<file path="src/rtl/data_cache.sv">
// Direct-mapped, write-through, no-write-allocate data cache with a stalling
// request/ack backing-memory port. Define DCACHE_PERF_CNT_EN to add hit/miss counters.
module data_cache #(
    parameter int INDEX_W = 4,
    parameter int TAG_W   = 32 - 2 - INDEX_W
) (
    input  logic        clk_i,
    input  logic        rst_i,
    input  logic        req_i,
    input  logic        we_i,
    input  logic [31:0] addr_i,
    input  logic [31:0] wdata_i,
    output logic [31:0] rdata_o,
    output logic        stall_o,
    output logic        mem_req_o,
    output logic        mem_we_o,
    output logic [31:0] mem_addr_o,
    output logic [31:0] mem_wdata_o,
    input  logic [31:0] mem_rdata_i,
    input  logic        mem_ack_i
`ifdef DCACHE_PERF_CNT_EN
    ,
    output logic [31:0] hit_cnt_o,
    output logic [31:0] miss_cnt_o
`endif
);

    localparam int LINES = 1 << INDEX_W;

    typedef enum logic [1:0] {IDLE, FILL, WRITE} state_e;

    state_e             state_q, state_d;
    logic [LINES-1:0]   valid_q;
    logic [TAG_W-1:0]   tag_q  [LINES];
    logic [31:0]        data_q [LINES];

    logic               mem_req_q, mem_req_d;
    logic               mem_we_q, mem_we_d;
    logic [31:0]        mem_addr_q, mem_addr_d;
    logic [31:0]        mem_wdata_q, mem_wdata_d;

    logic [INDEX_W-1:0] req_idx, lat_idx;
    logic [TAG_W-1:0]   req_tag, lat_tag;
    logic               hit, lat_hit;
    logic               fill_en, wr_upd;
    logic               unused_addr_bits;

    assign req_idx = addr_i[INDEX_W+1:2];
    assign req_tag = addr_i[31:INDEX_W+2];
    // The latched memory address doubles as the line pointer during FILL/WRITE.
    assign lat_idx = mem_addr_q[INDEX_W+1:2];
    assign lat_tag = mem_addr_q[31:INDEX_W+2];
    assign hit     = valid_q[req_idx] && (tag_q[req_idx] == req_tag);
    assign lat_hit = valid_q[lat_idx] && (tag_q[lat_idx] == lat_tag);

    assign unused_addr_bits = ^addr_i[1:0];

    always_comb begin
        // NOTE: every output of this block gets a default first, so no path can infer a latch.
        state_d     = state_q;
        stall_o     = 1'b0;
        rdata_o     = '0;
        mem_req_d   = mem_req_q;
        mem_we_d    = mem_we_q;
        mem_addr_d  = mem_addr_q;
        mem_wdata_d = mem_wdata_q;
        fill_en     = 1'b0;
        wr_upd      = 1'b0;
        unique case (state_q)
            IDLE: begin
                if (req_i) begin
                    if (we_i || !hit) begin
                        stall_o    = 1'b1;
                        mem_req_d  = 1'b1;
                        mem_we_d   = we_i;
                        mem_addr_d = {addr_i[31:2], 2'b00};
                        if (we_i) mem_wdata_d = wdata_i;
                        state_d    = we_i ? WRITE : FILL;
                    end else begin
                        rdata_o = data_q[req_idx];
                    end
                end
            end
            FILL: begin
                if (mem_ack_i) begin
                    rdata_o   = mem_rdata_i;
                    fill_en   = 1'b1;
                    mem_req_d = 1'b0;
                    mem_we_d  = 1'b0;
                    state_d   = IDLE;
                end else begin
                    stall_o = 1'b1;
                end
            end
            WRITE: begin
                if (mem_ack_i) begin
                    wr_upd    = lat_hit;
                    mem_req_d = 1'b0;
                    mem_we_d  = 1'b0;
                    state_d   = IDLE;
                end else begin
                    stall_o = 1'b1;
                end
            end
            default: state_d = IDLE;
        endcase
    end

    // NOTE: sequential state uses non-blocking assignments so every register samples pre-edge values.
    always_ff @(posedge clk_i or negedge rst_i) begin
        if (!rst_i) begin
            state_q     <= IDLE;
            valid_q     <= '0;
            mem_req_q   <= 1'b0;
            mem_we_q    <= 1'b0;
            mem_addr_q  <= '0;
            mem_wdata_q <= '0;
        end else begin
            state_q     <= state_d;
            mem_req_q   <= mem_req_d;
            mem_we_q    <= mem_we_d;
            mem_addr_q  <= mem_addr_d;
            mem_wdata_q <= mem_wdata_d;
            if (fill_en) valid_q[lat_idx] <= 1'b1;
        end
    end

    // NOTE: tag/data arrays are deliberately not reset; the valid bits alone qualify them.
    always_ff @(posedge clk_i) begin
        if (fill_en) begin
            tag_q[lat_idx]  <= lat_tag;
            data_q[lat_idx] <= mem_rdata_i;
        end else if (wr_upd) begin
            data_q[lat_idx] <= mem_wdata_q;
        end
    end

    assign mem_req_o   = mem_req_q;
    assign mem_we_o    = mem_we_q;
    assign mem_addr_o  = mem_addr_q;
    assign mem_wdata_o = mem_wdata_q;

`ifdef DCACHE_PERF_CNT_EN
    logic [31:0] hit_cnt_q, miss_cnt_q;
    logic        read_hit, read_miss;

    assign read_hit  = (state_q == IDLE) && req_i && !we_i && hit;
    assign read_miss = (state_q == IDLE) && req_i && !we_i && !hit;

    // Saturating counters: they stick at all-ones rather than wrapping.
    always_ff @(posedge clk_i or negedge rst_i) begin
        if (!rst_i) begin
            hit_cnt_q  <= '0;
            miss_cnt_q <= '0;
        end else begin
            if (read_hit && (hit_cnt_q != 32'hFFFF_FFFF)) hit_cnt_q <= hit_cnt_q + 32'd1;
            if (read_miss && (miss_cnt_q != 32'hFFFF_FFFF)) miss_cnt_q <= miss_cnt_q + 32'd1;
        end
    end

    assign hit_cnt_o  = hit_cnt_q;
    assign miss_cnt_o = miss_cnt_q;
`endif

endmodule

</file>
<file path="config.mk">
export PLATFORM = sky130hd
export DESIGN_NAME = data_cache
export DESIGN_NICKNAME = d
export VERILOG_FILES = /design/src/rtl/data_cache.sv
export SDC_FILE = /design/constraint.sdc
export NUM_CORES = 1
export LEC_CHECK = 0
export ABC_CLOCK_PERIOD_IN_PS = 12600
export CAP_MARGIN = 40
export CELL_PAD_IN_SITES_DETAIL_PLACEMENT = 0
export CELL_PAD_IN_SITES_GLOBAL_PLACEMENT = 2
export CORE_AREA = 2 2 342 344
export CTS_BUF_LIST = sky130_fd_sc_hd__clkbuf_8
export DETAILED_ROUTE_END_ITERATION = 16
export DIE_AREA = 0 0 344 346
export DONT_BUFFER_PORTS = 1
export PLACE_DENSITY_LB_ADDON = 0.3
export SETUP_SLACK_MARGIN = 0.02
export SYNTH_ARGS = -nofsm -noshare
export SYNTH_HDL_FRONTEND = slang
export SYNTH_SLANG_ARGS = --single-unit
</file>
<file path="constraint.sdc">
create_clock -name clk_i -period 12.6 [get_ports clk_i]
set_clock_uncertainty 0.1 [all_clocks]
set_input_delay 1.89 -clock clk_i [delete_from_list [all_inputs] [get_ports clk_i]]
set_output_delay 1.89 -clock clk_i [all_outputs]
set_load 0.1 [all_outputs]
</file>
==> impl_metrics.env <==
export IMPL_status="finished with violations"
export IMPL_portBuffers=0
export IMPL_arrival_ps=6770
export IMPL_nets=2409
export IMPL_path_max_fanout=227
export IMPL_crit_slowest_cell="mux4_2"
export IMPL_syn_inst=2121
export IMPL_ys_ff_latch=1010
export IMPL_yosys_area_top_type_share_pct=64.18
export IMPL_cts_buffers=172
export IMPL_grt_overflow=0
export IMPL_avgSynthCellArea_sq_um=20.47
export IMPL_fillers=9990
export IMPL_cts_max_path_buffers=3
export IMPL_die_w_um=344
export IMPL_vias=22690
export IMPL_critPathKind="primary input to output pin"
export IMPL_post_cts_buffers=0
export IMPL_synthesis_area_sq_mm=0.04342
export IMPL_layout_common_cells="edfxtp_1, mux4_2, clkbuf_8"
export IMPL_multi_input_area_sq_mm=0.01307
export IMPL_crit_start="addr_i[3]"
export IMPL_start_util_pct=37.62
export IMPL_min_from="valid_q[13]"
export IMPL_synth_edf_count=928
export IMPL_synth_cell_type_count=61
export IMPL_start_kind="primary input"
export IMPL_setup_tns_ps=0
export IMPL_routed_via_density=5.715
export IMPL_grtUsageTotal_pct=20.16
export IMPL_dp_final_hpwl_um=67070
export IMPL_gp_routability_congestion=0.7793
export IMPL_r2r_slack_ps=6100
export IMPL_r2r_end="data_q[13][7]"
export IMPL_cpMostUsedCell="buf_4"
export IMPL_powerDensity_mw_per_mm2=205.4
export IMPL_dr_pass1_iters=5
export IMPL_yosys_warnings=0
export IMPL_synth_top_area_cell="edfxtp_1"
export IMPL_max_cap_violations=0
export IMPL_clock_latency_ps=860
export IMPL_synthTopCellsByArea="edfxtp_1, mux4_2, dfrtp_1, mux2i_1, mux2_2"
export IMPL_hold_depth=1
export IMPL_clock_sinks=1010
export IMPL_area_growth_pct=15.87
export IMPL_ant_nets=0
export IMPL_grt_max_degree=230
export IMPL_drc=0
export IMPL_grt_pass1_wl_um=171400
export IMPL_holdBufCountCts=0
export IMPL_drive_above_1_share_pct=36.81
export IMPL_fin_crit_sh_pct=69.53
export IMPL_failed_checks="slew limit"
export IMPL_cts_tree="yes"
export IMPL_hold_end="valid_q[13]"
export IMPL_rsz0062_at_grt="no"
export IMPL_synth_ff_type="edfxtp_1"
export IMPL_max_stage_delay_ps=730
export IMPL_place_ws_ps=4227
export IMPL_power_leakage_nw=16.62
export IMPL_clockRootBuffer="clkbuf_8"
export IMPL_drtIter0Drc=1795
export IMPL_fin_crit_ps=8761
export IMPL_r2r_cells=11
export IMPL_vdd_drop_max_v=0.0001956
export IMPL_final_common_cell="edfxtp_1"
export IMPL_fmaxAchievable_mhz=114.1
export IMPL_maxSlewHeadroom_pct=-5.807
export IMPL_max_slew_worst_pin_slew_ps=1587
export IMPL_htree_levels=4
export IMPL_core_sq_mm=0.1154
export IMPL_yosysSeqAreaShare_pct=68.91
export IMPL_regArea_sq_mm=0.02993
export IMPL_rows=125
export IMPL_setup_viol=0
export IMPL_post_drt_wl_per_cell_um=30.15
export IMPL_hold_class="flip-flop to flip-flop"
export IMPL_cts_repair_resize_count=0
export IMPL_async_reset_ff_share_pct=8.119
export IMPL_die_h_um=346
export IMPL_die_area_sq_mm=0.1190
export IMPL_pin_count=200
export IMPL_final_hold_viol_count=0
export IMPL_first_global_vias=24030
export IMPL_worstPathCellList="mux4_2 -> mux2i_1 -> xor2_1 -> o2111ai_1 -> a2bb2oi_1 -> a311oi_1 -> nand3_1 -> or2_2 -> buf_4 -> o21ai_2 -> buf_4"
export IMPL_cp_required_ps=10610
export IMPL_slew_violations=55
export IMPL_fin_ws_ps=3839
export IMPL_routed_wl_um=119700
export IMPL_path_clk_slew_ps=50
export IMPL_antenna_found_initial=1
export IMPL_endpoint_kind="output pin"
export IMPL_r2r_start="mem_addr_o[3]"
[metrics by stage]
stage / area, sq um / power (mW) / instances / utilization [%] / hold WS (ps)
4_1_cts: 50300 / 10.44 / 3969 / 43.58 / 388.6
5_1_grt: 50310 / 10.71 / 3970 / 43.58 / 404.5
3_5_place_dp: 47050 / 7.645 / 3654 / 40.77 / 374.1
3_3_place_gp: 45620 / 7.184 / 3588 / 39.53 / 366.1
6_report: 50310 / 10.33 / 3970 / 43.58 / 386.1
2_1_floorplan: 43420 / 6.506 / 2122 / - / 351.5
[where the power goes]
part | total [mW] | internal (mW) | switching, mW
clock network | 2.78 | 1.42 | 1.36
logic | 3.14 | 1.18 | 1.96
registers | 4.41 | 4.09 | 0.326
[worst max-delay path: cells and delay by family]
family / cells / cell delay (ps)
AO/OA/AOI/OAI: 4 / 1240
XOR/XNOR: 1 / 380
buffers and inverters: 2 / 670
multiplexers: 2 / 950
AND/OR/NAND/NOR: 2 / 1200
[routing by layer]
layer | part of all wire [%] | vias to the layer above | GRT usage, %
met5 | 0 | - | 0
met4 | 2.1 | 0 | 5.723
met3 | 5.9 | 190 | 4.183
met2 | 51 | 771 | 34.04
met1 | 41 | 12440 | 26.31
li1 | - | 9291 | -
[registers in the layout, indices dropped and copies added (netlist names)]
name and count:
tag_q 416, data_q 512, mem_wdata_o 32, mem_we_o 1, mem_req_o 1, valid_q 16, mem_addr_o 30, state_q 2
[cell type report]
| class | count | share of cell area (%) |
|---|---|---|
| diodes | 1 | 0.004974 |
| clock inverters | 127 | 1.321 |
| flip-flops and latches | 1010 | 59.50 |
| clock buffers | 188 | 5.143 |
| inverters | 44 | 0.3308 |
| repair buffers | 137 | 3.930 |
| well taps | 1524 | 3.790 |
| multi-input cells | 939 | 25.98 |
[cell families (layout without fill, tap and decap cells)]
family | after synthesis | after routing | synth area share, %
flops | 1010 | 1010 | 68.91
mux | 550 | 550 | 23.77
simple gates | 192 | 192 | 2.083
buf+inv | 173 | 496 | 1.867
compound gates | 139 | 139 | 2.199
xor+xnor | 52 | 52 | 1.049
fa+ha+maj | 4 | 4 | 0.1153
other cells | 1 | 3 | 0.008637
[cells in the mapped netlist, drive strengths merged, types with 22 or more instances]
master,number
nand2,74
nor2,48
xnor2,23
mux2i,77
mux2,98
xor2,29
clkbuf,50
edfxtp,928
buf,79
o21ai,44
inv,43
dfrtp,82
mux4,375
or2,22
[worst max-delay path by stage]
stage | to | cells past startpoint | slack, ps
after floorplan | rdata_o[0] | 13 | 3860
after global placement | rdata_o[2] | 11 | 3830
after detailed placement | rdata_o[7] | 11 | 4230
after CTS | rdata_o[7] | 11 | 4230
after global routing | rdata_o[7] | 11 | 3930
final | rdata_o[7] | 11 | 3840
No activity file was read; power rests on OpenSTA's default activity.
